File: src/rtl/cla_addsub_pipe.sv
// ---------------------------------------------------------------------------
// cla_addsub_pipe
//   Pipelined carry-lookahead adder/subtractor built from a chain of 4-bit
//   lookahead groups, one register stage per group.  Stage k evaluates
//   group k using the carry handed over by stage k-1, so no carry ripples
//   across a register boundary.  Operand slices are skewed forward with the
//   carry, and lower sum nibbles ride along so the whole result leaves
//   together.  Valid/ready handshake with a single global advance signal.
//
// Ports
//   clk        clock, rising edge
//   rst        synchronous reset, active-high (clears all stage valid bits)
//   in_valid   operand beat present
//   in_ready   block accepts a beat this cycle (= ~out_valid | out_ready)
//   A, B       operands, WIDTH bits
//   cin        carry-in, used only when sub=0
//   sub        0: A+B+cin, 1: A-B (A+~B+1)
//   out_valid  result beat present
//   out_ready  consumer accepts the result
//   S          sum/difference modulo 2^WIDTH
//   cout       carry out of MSB (not-borrow when sub=1)
//   ovf        signed overflow (carry into MSB xor carry out of MSB)
//
// WIDTH must be a multiple of 4 and at least 4; pipeline depth is WIDTH/4.
// ---------------------------------------------------------------------------
module cla_addsub_pipe #(
    parameter int WIDTH = 16
) (
    input  logic             clk,
    input  logic             rst,
    input  logic             in_valid,
    output logic             in_ready,
    input  logic [WIDTH-1:0] A,
    input  logic [WIDTH-1:0] B,
    input  logic             cin,
    input  logic             sub,
    output logic             out_valid,
    input  logic             out_ready,
    output logic [WIDTH-1:0] S,
    output logic             cout,
    output logic             ovf
);
    localparam int NG = WIDTH / 4;

    // 4-bit lookahead group. Returns {carry_out, carry_into_bit3, sum[3:0]}.
    function automatic logic [5:0] cla4(
        input logic [3:0] a,
        input logic [3:0] b,
        input logic       c0
    );
        logic [3:0] p;
        logic [3:0] g;
        logic       c1, c2, c3, c4;
        p  = a ^ b;
        g  = a & b;
        c1 = g[0] | (p[0] & c0);
        c2 = g[1] | (p[1] & g[0]) | (p[1] & p[0] & c0);
        c3 = g[2] | (p[2] & g[1]) | (p[2] & p[1] & g[0])
           | (p[2] & p[1] & p[0] & c0);
        c4 = g[3] | (p[3] & g[2]) | (p[3] & p[2] & g[1])
           | (p[3] & p[2] & p[1] & g[0]) | (p[3] & p[2] & p[1] & p[0] & c0);
        return {c4, c3, p ^ {c3, c2, c1, c0}};
    endfunction

    // Replace nibble k of a WIDTH-bit word.
    function automatic logic [WIDTH-1:0] put_nib(
        input logic [WIDTH-1:0] v,
        input logic [3:0]       n,
        input int               k
    );
        logic [WIDTH-1:0] r;
        r = v;
        r[4*k +: 4] = n;
        return r;
    endfunction

    // Stage k register holds the inputs of group k: skewed operands (only
    // slices k..NG-1 are still meaningful), the carry into group k, and the
    // already-finished sum nibbles 0..k-1.
    logic [NG-1:0]    vld_p;
    logic [WIDTH-1:0] a_p [NG];
    logic [WIDTH-1:0] b_p [NG];
    logic [WIDTH-1:0] s_p [NG];
    logic             c_p [NG];
    logic [5:0]       grp [NG];

    logic             adv;
    logic [WIDTH-1:0] b_mod;
    logic             c0;
    logic [5:0]       last;
    logic [WIDTH-1:0] s_full;

    assign b_mod     = sub ? ~B : B;
    assign c0        = sub | cin;
    assign out_valid = vld_p[NG-1];
    assign adv       = ~out_valid | out_ready;
    assign in_ready  = adv;

    // Control: valid shift register, the only state under reset.
    always_ff @(posedge clk) begin
        if (rst) begin
            vld_p <= '0;
        end else if (adv) begin
            for (int k = NG - 1; k > 0; k--) begin
                vld_p[k] <= vld_p[k-1];
            end
            vld_p[0] <= in_valid;
        end
    end

    // Group evaluation for every stage, fed from that stage's register.
    always_comb begin
        for (int k = 0; k < NG; k++) begin
            grp[k] = cla4(a_p[k][4*k +: 4], b_p[k][4*k +: 4], c_p[k]);
        end
    end

    // Data path registers: loaded on advance, contents of invalid entries
    // are don't-care so no reset is needed.
    always_ff @(posedge clk) begin
        if (adv) begin
            // stage 0 boundary: capture operands, effective b and c0
            a_p[0] <= A;
            b_p[0] <= b_mod;
            c_p[0] <= c0;
            s_p[0] <= '0;
            // stage k-1 -> k boundary: hand over group k-1 carry and nibble
            for (int k = 1; k < NG; k++) begin
                a_p[k] <= a_p[k-1];
                b_p[k] <= b_p[k-1];
                c_p[k] <= grp[k-1][5];
                s_p[k] <= put_nib(s_p[k-1], grp[k-1][3:0], k - 1);
            end
        end
    end

    // Output: the last group completes the word. Outputs are forced to zero
    // whenever no result is present, which gives clean zeros after reset.
    assign last   = grp[NG-1];
    assign s_full = put_nib(s_p[NG-1], last[3:0], NG - 1);
    assign S      = out_valid ? s_full : '0;
    assign cout   = out_valid & last[5];
    assign ovf    = out_valid & (last[5] ^ last[4]);

endmodule

File: config.mk
export PLATFORM = sky130hd
export DESIGN_NAME = cla_addsub_pipe
export DESIGN_NICKNAME = d
export VERILOG_FILES = /design/src/rtl/cla_addsub_pipe.sv
export SDC_FILE = /design/constraint.sdc
export NUM_CORES = 1
export LEC_CHECK = 0
export CAP_MARGIN = 40
export CORE_MARGIN = 2
export CORE_UTILIZATION = 25
export CTS_BUF_LIST = sky130_fd_sc_hd__clkbuf_4 sky130_fd_sc_hd__clkbuf_8 sky130_fd_sc_hd__clkbuf_16
export DETAILED_ROUTE_END_ITERATION = 8
export HOLD_SLACK_MARGIN = 0.1
export MAX_ROUTING_LAYER = met4
export PLACE_DENSITY = 0.44
export SYNTH_ARGS = -nofsm -noshare
export SYNTH_HDL_FRONTEND = slang
export SYNTH_SLANG_ARGS = --single-unit
export TNS_END_PERCENT = 100
File: constraint.sdc
create_clock -name clk -period 3 [get_ports clk]
set_input_delay 0.75 -clock clk [delete_from_list [all_inputs] [get_ports clk]]
set_output_delay 0.75 -clock clk [all_outputs]
set_load 0.005 [all_outputs]
After elaboration in Yosys (flattened, before gate mapping)
Memories as Yosys holds them, arrays and structs flattened.
Cells that the tools add are included.
{ "op_classes": {"muxes": 4, "bitwise": 123} }
{ "op_table": {"columns": ["cell", "n"], "rows": [
  ["bitwise AND 1 bit", 66],
  ["bitwise OR 1 bit", 42],
  ["two-way mux 16 bit", 2],
  ["XOR 4 bit", 8],
  ["bitwise AND 4 bit", 4],
  ["NOT 16 bit", 1],
  ["two-way mux 1 bit", 2],
  ["NOT 1 bit", 1],
  ["XOR 1 bit", 1]
]} }
{ "word_totals": {"register_bits": 4, "mem_bits_rw": 196, "input_bits": 38, "word_cells": 132, "memories": 4} }
{ "memory_table": {"columns": ["name", "depth", "word_bits", "read_ports", "rd_clocked_by_memory_dff", "wr", "line_no", "rtl"], "rows": [
  ["a_p", 4, 16, 4, 0, 4, "81", "logic [WIDTH-1:0] a_p [NG];"],
  ["b_p", 4, 16, 4, 0, 4, "82", "logic [WIDTH-1:0] b_p [NG];"],
  ["s_p", 4, 16, 4, 0, 4, "83", "logic [WIDTH-1:0] s_p [NG];"],
  ["c_p", 4, 1, 4, 0, 4, "84", "logic c_p [NG];"]
]} }

Depth between registers and ports, before layout
{ "depth": {"ltp_word": 8, "ltp_mapped": 4, "mapped_depth_nobuf": 4} }

Worst setup path after synthesis
OpenSTA, ideal clock, no wires.
{ "synth_path": {"path_kind": "input to output", "start": "in out_ready", "end": "out in_ready", "arrival_time_ps": 2188, "setup_slack_ps": 62, "path_stages": 2, "n_path_buf": 1, "cell_sequence": "nand2b_1 -> buf_2"} }
{ "synth_via": {"elab_chain_len": 1} }
{ "synth_lines": {"columns": ["item", "line_no", "rtl"], "rows": [
  ["start: declaration", "38", "input logic out_ready,"],
  ["bitwise OR 1 bit", "96", "assign adv = ~out_valid | out_ready;"],
  ["end: declaration", "32", "output logic in_ready,"]
]} }
No other way between the ends.

==> out/results.ini <==
[timing]
finalMaxSlewViolations = 0
final_hold_viol_count = 0
period_needed_ns = 2.921
timing.fmax_ghz = 0.3423
slew_headroom_pct = 59.31
timing.final.crit_share_pct = 97.38
whs_ns = 0.4190
setup_slack_ns = 0.07862
fin_tns_setup_ns = 0
tightest_slew_ns = 0.6103
finalSetupViolations = 0
finClkSkew_ns = 0.006133

[setup_path]
criticalPathCategory = flop to primary output
critical_path.max_stage_delay_ns = 0.44
critPathCaptureType = primary output
crit_slowest_cell = clkdlybuf4s50_1
crit_chain = ha_1, a211o_1, a21oi_2, buf_4, o21ai_1, clkdlybuf4s50_1
worstPathArrival_ns = 2.17
worstPathMaxFanout = 3
r2r_cells = 4
start_kind = flop
critPathRequiredTime_ns = 2.25

[power]
max-vdd-ir-drop_uv = 229.5
p_leak_nw = 2.039
p_per_area_mw_per_mm2 = 662.8
power_w = 0.003597

[global_routing]
grt_max_degree = 113
grt_pass1_wl_mm = 10.14
grt_use_total_pct = 7.799
gr-total-overflow = 0
antenna_found_initial = 0
first_global_vias = 2004

[job]
cap_violations = 0

[die]
die_h_um = 134.0
die_width_um = 134.0
io_pins = 58
rows = 47
die_area_mm2 = 0.01796
start_util_pct = 25.49
design.core.area_mm2 = 0.01658

[detailed_routing]
wire_per_inst_um = 12.09
dr.first_iter.drc_count = 156
drt_first_pass_iters = 4
wl_mm = 6.224
drt-vias-per-instance = 3.798
drtAntennaViolNets = 0
num_vias = 1956
route.detailed.drc = 0

[logic_synthesis]
yosys.area_share.xor_xnor_pct = 5.388
yosys_most_used_dff = edfxtp_1
synth_seq_area_share_pct = 78.63
synth-compound-area-share_pct = 4.618
synth-edff-count = 108
synth_cells = 221
syn_nets = 279
synthesis.area_mm2 = 0.004227
synthAdderAreaFrac_pct = 6.631
synth_top_family_by_area = adder cells
synth.largest_area_cell = edfxtp_1
synth-seq-cells = 112
synth_top_area_share_pct = 76.73
yosys.area_share.simple_pct = 2.842
muxShareOfSynthArea_pct = 0.9473
ys_types = 27
synth.yosys.warnings = 0
synth-async-reset-ratio_pct = 0
yosys-top-cells-count = edfxtp_1, xor2_1, ha_1
synth_area_per_cell_um2 = 19.12
yosysMostFrequentCell = edfxtp_1
synth_area_leaders = edfxtp_1, xor2_1, ha_1

[clock_network]
htree_levels = 3
worstSkewPairLatency_ns = 0.34
cts.path.max_buffers = 2
hold_buffers = 0
cts_root_buf = clkbuf_16
cts_buffers = 9
cts_num_sinks = 112
cts_tree = done
clk_pin_slew_worst_paths_ns = 0.07

[cells_and_area]
antenna_cells = 0
syn_to_final_growth_pct = 28.42
drive_gt1_share_pct = 8.475
fill_cells = 1630
layout.nets = 348
post-route-util_pct = 32.73

[place]
portBuffers = 57
place_congestion = 0.7487
dp_slack_ns = 0.3064
hpwl_mm = 3.840

[status]
status = finished, final reports clean

[hold_path]
min_path_type = flop to flop
worstHoldPathCells = 0

==> metrics by stage <==
step	instances	area, um^2
2_1_floorplan	221	4227
3_3_place_gp	497	5094
3_5_place_dp	497	5094
4_1_cts	514	5420
5_1_grt	515	5428
6_report	515	5428
==> flip-flops by register name (all words and copies together) (netlist names) <==
signal  cells
a_p        40
b_p        40
c_p         4
s_p        24
vld_p       4
==> worst max-delay path: cells and delay by family, from the launching register on <==
family                   cells  cell delay, ns
AO/OA/AOI/OAI                3            0.54
adder cells (fa/ha/maj)      1            0.32
buffers and inverters        2            0.58
flip-flops                   1            0.39
==> worst paths after layout <==
path,slack (ns),to,from
setup reg to reg,1.33,c_p[3],b_p[2][8]
hold / removal,0.42,b_p[3][14],b_p[2][14]
hold reg to reg,0.42,b_p[3][14],b_p[2][14]
setup / recovery,0.08,cout,b_p[3][12]
==> kinds of logic (layout without fill, tap and decap cells) <==
logic type               Yosys count  in the layout
AND/OR/NAND/NOR                   22             22
flip-flops                       112            112
adder cells (fa/ha/maj)           20             20
buffers and inverters              9             83
AO/OA/AOI/OAI                     28             28
XOR/XNOR                          26             26
multiplexers                       4              4
==> placed cells by master (no fill, tap or decap), types with 5 or more instances in the layout <==
cell type and n:
a211oi_1 5, xor2_1 23, nor2_1 5, inv_1 5, and2_1 12, clkbuf_16 9, ha_1 16, a21o_1 6
edfxtp_1 108, clkdlybuf4s50_1 55
==> layout make-up <==
type / count / area [um^2] / area share, %
clock buffer: 11 / 240.2 / 4.426
timing repair buffer: 62 / 618.1 / 11.39
multi-input combinational: 100 / 870.8 / 16.04
tap: 220 / 275.3 / 5.071
inverter: 5 / 18.77 / 0.3458
clock inverter: 5 / 81.33 / 1.498
sequential: 112 / 3323 / 61.23
==> power breakdown <==
part / leakage [nW] / internal (W) / total (W) / switching, W
Sequential: 1.17 / 0.00198 / 0.00204 / 0.0000612
Combinational: 0.710 / 0.000162 / 0.000287 / 0.000125
Clock: 0.157 / 0.000751 / 0.00127 / 0.000522
==> layer usage <==
layer	up-vias	wire length, um	share of wire (%)	global-route usage, %
met3	9	250	4.0	2.608
met2	37	3086	50	11.82
li1	964	-	-	-
met4	0	150	2.4	4.386
met1	946	2736	44	9.124
met5	-	0	0	-
==> repair_timing <==
| action | CTS | global route |
|---|---|---|
| gates resized for setup | 2 | 0 |
| pin swaps | 2 | 1 |
| setup endpoints to repair | 2 | 1 |
| setup buffers | 1 | 1 |
(Power assumes the default switching activity.)
